$ cat config.mk
export PLATFORM = sky130hd
export DESIGN_NAME = inst_fetch
export DESIGN_NICKNAME = d
export VERILOG_FILES = /design/src/rtl/inst_fetch.sv
export SDC_FILE = /design/constraint.sdc
export NUM_CORES = 1
export LEC_CHECK = 0
export ABC_AREA = 1
export BUFFER_PORTS_ARGS = -buffer_cell sky130_fd_sc_hd__clkbuf_2
export CAP_MARGIN = 0
export CORE_MARGIN = 5
export CORE_UTILIZATION = 50
export CTS_CLUSTER_SIZE = 25
export DETAILED_ROUTE_END_ITERATION = 6
export HOLD_SLACK_MARGIN = 0.1
export PLACE_DENSITY_LB_ADDON = 0.08
export SLEW_MARGIN = 20
export SYNTH_ARGS = -nofsm -noshare
export SYNTH_HDL_FRONTEND = slang
export SYNTH_SLANG_ARGS = --single-unit
$ cat constraint.sdc
create_clock -name Clk -period 1.35 [get_ports Clk]
set_input_delay 0 -clock Clk [delete_from_list [all_inputs] [get_ports Clk]]
set_output_delay 0 -clock Clk [all_outputs]
set_load 0.02 [all_outputs]
$ cat src/rtl/inst_fetch.sv
`default_nettype none
// ============================================================================
//  Module      : inst_fetch
//  Description : Instruction fetch unit. Owns the program counter, drives the
//                combinational instruction ROM address and selects the next PC
//                (sequential, JUMP, BONE/BZERO through a 16-entry branch-target
//                LUT, or HALT).
//                Optional feature macro: INST_COUNT_EN adds InstCount, a
//                saturating count of retired instructions.
//  Revision    : 1.0 - initial release
// ============================================================================
module inst_fetch #(
    parameter int AW        = 10,
    parameter int IW        = 9,
    parameter int LUT_DEPTH = 16
) (
    input  logic          Clk,
    input  logic          Reset,
    input  logic          Start,
    input  logic [AW-1:0] StartAddr,
    input  logic          Stall,
    input  logic          BranchFlag,
    input  logic          LutWe,
    input  logic [3:0]    LutAddr,
    input  logic [AW-1:0] LutData,
    input  logic [IW-1:0] InstOut,
    output logic [AW-1:0] InstAddress,
    output logic          Running,
`ifdef INST_COUNT_EN
    output logic          Done,
    output logic [15:0]   InstCount
`else
    output logic          Done
`endif
);

    localparam logic [1:0] c_st_idle   = 2'd0;
    localparam logic [1:0] c_st_run    = 2'd1;
    localparam logic [1:0] c_st_halted = 2'd2;

    localparam logic [4:0] c_op_jump  = 5'b01101;
    localparam logic [4:0] c_op_bone  = 5'b10001;
    localparam logic [4:0] c_op_bzero = 5'b10011;

    logic [1:0]    r_state;
    logic [1:0]    w_next_state;
    logic [AW-1:0] r_pc;
    logic [AW-1:0] w_next_pc;
    logic [AW-1:0] r_lut [LUT_DEPTH];

    logic [4:0]    w_opcode;
    logic [3:0]    w_lut_idx;
    logic [AW-1:0] w_target;
    logic [AW-1:0] w_pc_inc;
    logic          w_is_halt;

    assign w_opcode  = InstOut[IW-1 -: 5];
    assign w_lut_idx = InstOut[3:0];
    // Combinational LUT read sees the pre-edge contents, so a same-cycle
    // write to the branch's entry only affects later uses.
    assign w_target  = r_lut[w_lut_idx];
    assign w_pc_inc  = r_pc + AW'(1);
    assign w_is_halt = &InstOut;

    // State and program counter register
    always_ff @(posedge Clk or negedge Reset) begin
        if (!Reset) begin
            r_state <= c_st_idle;
            r_pc    <= '0;
        end else begin
            r_state <= w_next_state;
            r_pc    <= w_next_pc;
        end
    end

    // Next state / next PC selection; Stall in RUN freezes everything
    always_comb begin
        w_next_state = r_state;
        w_next_pc    = r_pc;
        case (r_state)
            c_st_idle, c_st_halted: begin
                // Core is idle here, so Start wins over Stall
                if (Start) begin
                    w_next_state = c_st_run;
                    w_next_pc    = StartAddr;
                end
            end
            c_st_run: begin
                if (!Stall) begin
                    if (w_is_halt) begin
                        w_next_state = c_st_halted;
                    end else if (w_opcode == c_op_jump) begin
                        w_next_pc = w_target;
                    end else if (w_opcode == c_op_bone) begin
                        w_next_pc = BranchFlag ? w_target : w_pc_inc;
                    end else if (w_opcode == c_op_bzero) begin
                        w_next_pc = BranchFlag ? w_pc_inc : w_target;
                    end else begin
                        w_next_pc = w_pc_inc;
                    end
                end
            end
            default: begin
                w_next_state = c_st_idle;
            end
        endcase
    end

    // Outputs are pure decodes of the registered state
    always_comb begin
        InstAddress = r_pc;
        Running     = (r_state == c_st_run);
        Done        = (r_state == c_st_halted);
    end

    // Branch-target LUT, writable in any state
    always_ff @(posedge Clk or negedge Reset) begin
        if (!Reset) begin
            for (int i = 0; i < LUT_DEPTH; i++) begin
                r_lut[i] <= '0;
            end
        end else if (LutWe) begin
            r_lut[LutAddr] <= LutData;
        end
    end

`ifdef INST_COUNT_EN
    logic        w_retire;
    logic        w_start_take;
    logic [15:0] r_count;

    assign w_retire     = (r_state == c_st_run) && !Stall;
    assign w_start_take = (r_state != c_st_run) && Start;
    assign InstCount    = r_count;

    // Saturating retired-instruction counter, cleared when a program starts
    always_ff @(posedge Clk or negedge Reset) begin
        if (!Reset) begin
            r_count <= '0;
        end else if (w_start_take) begin
            r_count <= '0;
        end else if (w_retire && (r_count != 16'hFFFF)) begin
            r_count <= r_count + 16'd1;
        end
    end
`endif

endmodule
`default_nettype wire

==> flow_summary.toml <==
[floorplanning]
design.core.area_sq_um = 16700
fp.dieW_microns = 141
initial_core_util_pct = 51.2
fp.dieArea_sq_um = 19800
die_h_microns = 141
io_pins = 51
row_count = 47

[synth]
yosysUniqueCellTypes = 30
synth-compound-area-share_pct = 10.5
ys_seq_area_share_pct = 50.3
yosys.area_share.simple_pct = 29.4
ys_warn_count = 0
ys_ff_latch = 172
synth-xor-area-share_pct = 0.307
synth_adder_area_share_pct = 0.146
syn_nets = 1189
syn_inst = 1149
synthMuxAreaShare_pct = 0
synth_top_family_by_area = "simple AND/OR/NAND/NOR gates"
avgSynthCellArea_sq_um = 7.44
synth_area_sq_um = 8550

[sta]
min_period_ps = 1380
clock.fmax_mhz = 723
setup_viol = 1
period_share_pct = 102
hold_violations = 0
fin_ws_ps = -33.3
slew_violations = 0
worst_slew_pin_slew_ps = 584
clock_skew_ps = 8.48
tns_ps = -33.3
max_slew_margin_pct = 61.0
rsz0062_at_grt = "true"

[detailed_routing]
wl_per_cell_microns = 16.7
routed-wl-met3_microns = 1440
vias = 7698
drt_first_iter_violations = 674
drc = 0
viasPerCell = 5.24
wirelength_microns = 24500
wl_met2_microns = 11800
drtAntennaViolNets = 0
top_layer = "met4"
met1_length_microns = 10800
dr.pass1.iters = 5

[power]
max-vdd-ir-drop_mv = 0.998
p_per_area_nw_per_um2 = 1620
power_leakage_uw = 0.00513

[worst_setup_path]
r2r.worst_path.cells = 8
cpPeakStageDelay_ps = 410
worst_setup_path_end_kind = "output pin"
r2r-end = "InstAddress[4]$_DFFE_PN0P_"
crit_path_max_fanout = 8
r2r_slack_ps = 10
path_class = "flop to output pin"
r2r-start = "InstAddress[0]$_DFFE_PN0P_"
worstPathArrival_ps = 1380
cp-start-kind = "flop"
cpMaxStageDelayCell = "dfrtp_1"
cp.required_ps = 1350
path_cells = "nor2_4 -> buf_8 -> buf_6"

[clock_tree]
cts.clk_slew.worst_paths_ps = 70
cts_made_buffers = 17
cts.sinks = 172
cts_root_buf = "clkbuf_16"
clockBufferDepth = 2
cts_tree = "built"
cts.htree.levels = 4
clkLatencyLatePin_ps = 430

[status]
violations = "negative setup slack"
status = "finished, violations left"

[worst_hold_path]
min_to = "r_lut[66]$_DFFE_PN0P_"
hold_start = "LutData[6]"
hold_class = "primary input to flop"
min_path_cells = 3

[global_route]
grt_pass1_vias = 7229
grt_first_pass_wirelength_microns = 39200
grt-ovfl-total = 0
antenna_found_initial = 0
gr-usage-all-layers_pct = 25.2
grt_max_degree = 38

[place]
place_congestion = 0.844
dp_hpwl_microns = 16300
port_buffers = 50
placed_cells = 1399

[finish]
drive_above_1_share_pct = 14.9
nets = 1275
syn_to_final_growth_pct = 22.0
n_fill_cell = 1549
ff_latch_area_sq_um = 4310
fin_cells = 1468
multiInputGateArea_sq_um = 3560
diodes = 0

[job]
drv_cap = 0
flip-flops by register name, summed over array words and instances (netlist names):
| register | cells |
|---|---|
| r_state | 2 |
| InstAddress | 10 |
| r_lut | 160 |
synth_stat cells:
library cell | instances | area, sq um
buf_1 | 4 | 15.0
a31oi_1 | 1 | 6.26
nor2_2 | 1 | 6.26
a21oi_1 | 60 | 300
inv_2 | 3 | 11.3
nor2_1 | 114 | 428
o21ai_0 | 115 | 576
nand3_1 | 147 | 736
ha_1 | 1 | 12.5
inv_4 | 1 | 6.26
buf_8 | 1 | 15.0
xor2_1 | 2 | 17.5
nand4_1 | 4 | 25.0
buf_6 | 8 | 90.1
clkbuf_1 | 40 | 150
or2_0 | 1 | 6.26
clkinv_1 | 1 | 3.75
or2_2 | 1 | 6.26
buf_4 | 3 | 22.5
nand3b_1 | 1 | 7.51
nand3_2 | 1 | 10.0
buf_2 | 22 | 110
inv_1 | 100 | 375
nand2_1 | 338 | 1270
o21ai_1 | 1 | 5.00
xnor2_1 | 1 | 8.76
dfrtp_1 | 172 | 4300
o32ai_1 | 1 | 8.76
nand2_2 | 1 | 6.26
nor3_1 | 3 | 15.0
cell type report:
cell class,instances,share of cell area [%]
Inverter,105,3.86
Multi-Input combinational cell,794,34.1
Timing Repair inverter,1,0.0719
Timing Repair Buffer,144,12.5
Clock inverter,15,1.47
Tap cell,220,2.64
Clock buffer,17,4.08
Sequential cell,172,41.3
how the worst max path moves through the flow:
stage,from,to,slack [ps],depth (start not counted)
finish,r_state[1]$_DFFE_PN0P_,Running,-30,3
global route,InstAddress[5]$_DFFE_PN0P_,InstAddress[9]$_DFFE_PN0P_,-80,8
CTS,InstAddress[2]$_DFFE_PN0P_,InstAddress[7]$_DFFE_PN0P_,-4,8
detailed placement,InstAddress[0]$_DFFE_PN0P_,InstAddress[6]$_DFFE_PN0P_,-10,9
global placement,InstOut[0],InstAddress[7]$_DFFE_PN0P_,10,11
floorplan,InstAddress[0]$_DFFE_PN0P_,InstAddress[6]$_DFFE_PN0P_,-20,9
critical path, delay by kind of cell (launching register included):
kind | cells | cell delay [ps]
buf+inv | 2 | 290
simple gates | 1 | 250
flops | 1 | 410
layout by cell type (no fill, tap or decap), types with 3 or more instances in the layout:
| cell | n |
|---|---|
| nand2_1 | 334 |
| dfrtp_1 | 168 |
| nand3_1 | 146 |
| o21ai_0 | 115 |
| nor2_1 | 105 |
| inv_1 | 100 |
| a21oi_1 | 55 |
| clkbuf_2 | 47 |
| buf_4 | 44 |
| dlygate4sd3_1 | 27 |
| buf_12 | 20 |
| clkbuf_16 | 17 |
| nor2_2 | 6 |
| a21oi_2 | 5 |
| inv_6 | 5 |
| dfrtp_2 | 4 |
| nand4_1 | 4 |
| nor2_4 | 4 |
| clkinvlp_4 | 4 |
| buf_6 | 4 |
| nor3_2 | 3 |
| nand2_2 | 3 |
| clkinv_4 | 3 |
| inv_8 | 3 |
timing repair:
action | in CTS | in global routing
hold endpoints to repair | 238 | 0
pin swaps | 2 | 7
gates cloned | 0 | 1
resized for setup | 4 | 31
setup buffers | 1 | 8
hold buffers | 27 | 0
endpoints found under the setup margin | 5 | 12
where the power goes:
group          internal, uW  leakage, uW  switching, uW  total [uW]
sequential             6400      0.00207            692        7100
clock                  2610     0.000281           2270        4880
combinational          2060      0.00277           2880        4940
cell families (layout without fill, tap and decap cells):
group	after synthesis	after routing
simple gates	612	612
buf+inv	183	282
flops	172	172
xor+xnor	3	3
fa+ha+maj	1	1
compound gates	178	178
stage by stage:
stage | cell area (sq um) | power [uW] | utilization (%) | hold slack [ps] | setup WS, ps
after global routing | 10400 | 17900 | 62.5 | 137 | -83.1
after detailed placement | 9390 | 11400 | 56.2 | -38.8 | -12.0
after floorplan | 8580 | 9980 | - | -296 | -19.8
after global placement | 9390 | 11300 | 56.2 | -41.0 | 14.4
final | 10400 | 16900 | 62.5 | 114 | -33.3
after CTS | 10300 | 16500 | 61.4 | 107 | -3.59
layer usage:
layer | vias up | global-route usage, %
met5 | - | 0
met4 | 0 | 8.06
met3 | 27 | 4.23
met2 | 197 | 40.9
met1 | 3657 | 34.6
li1 | 3817 | -
(Power assumes the default switching activity.)
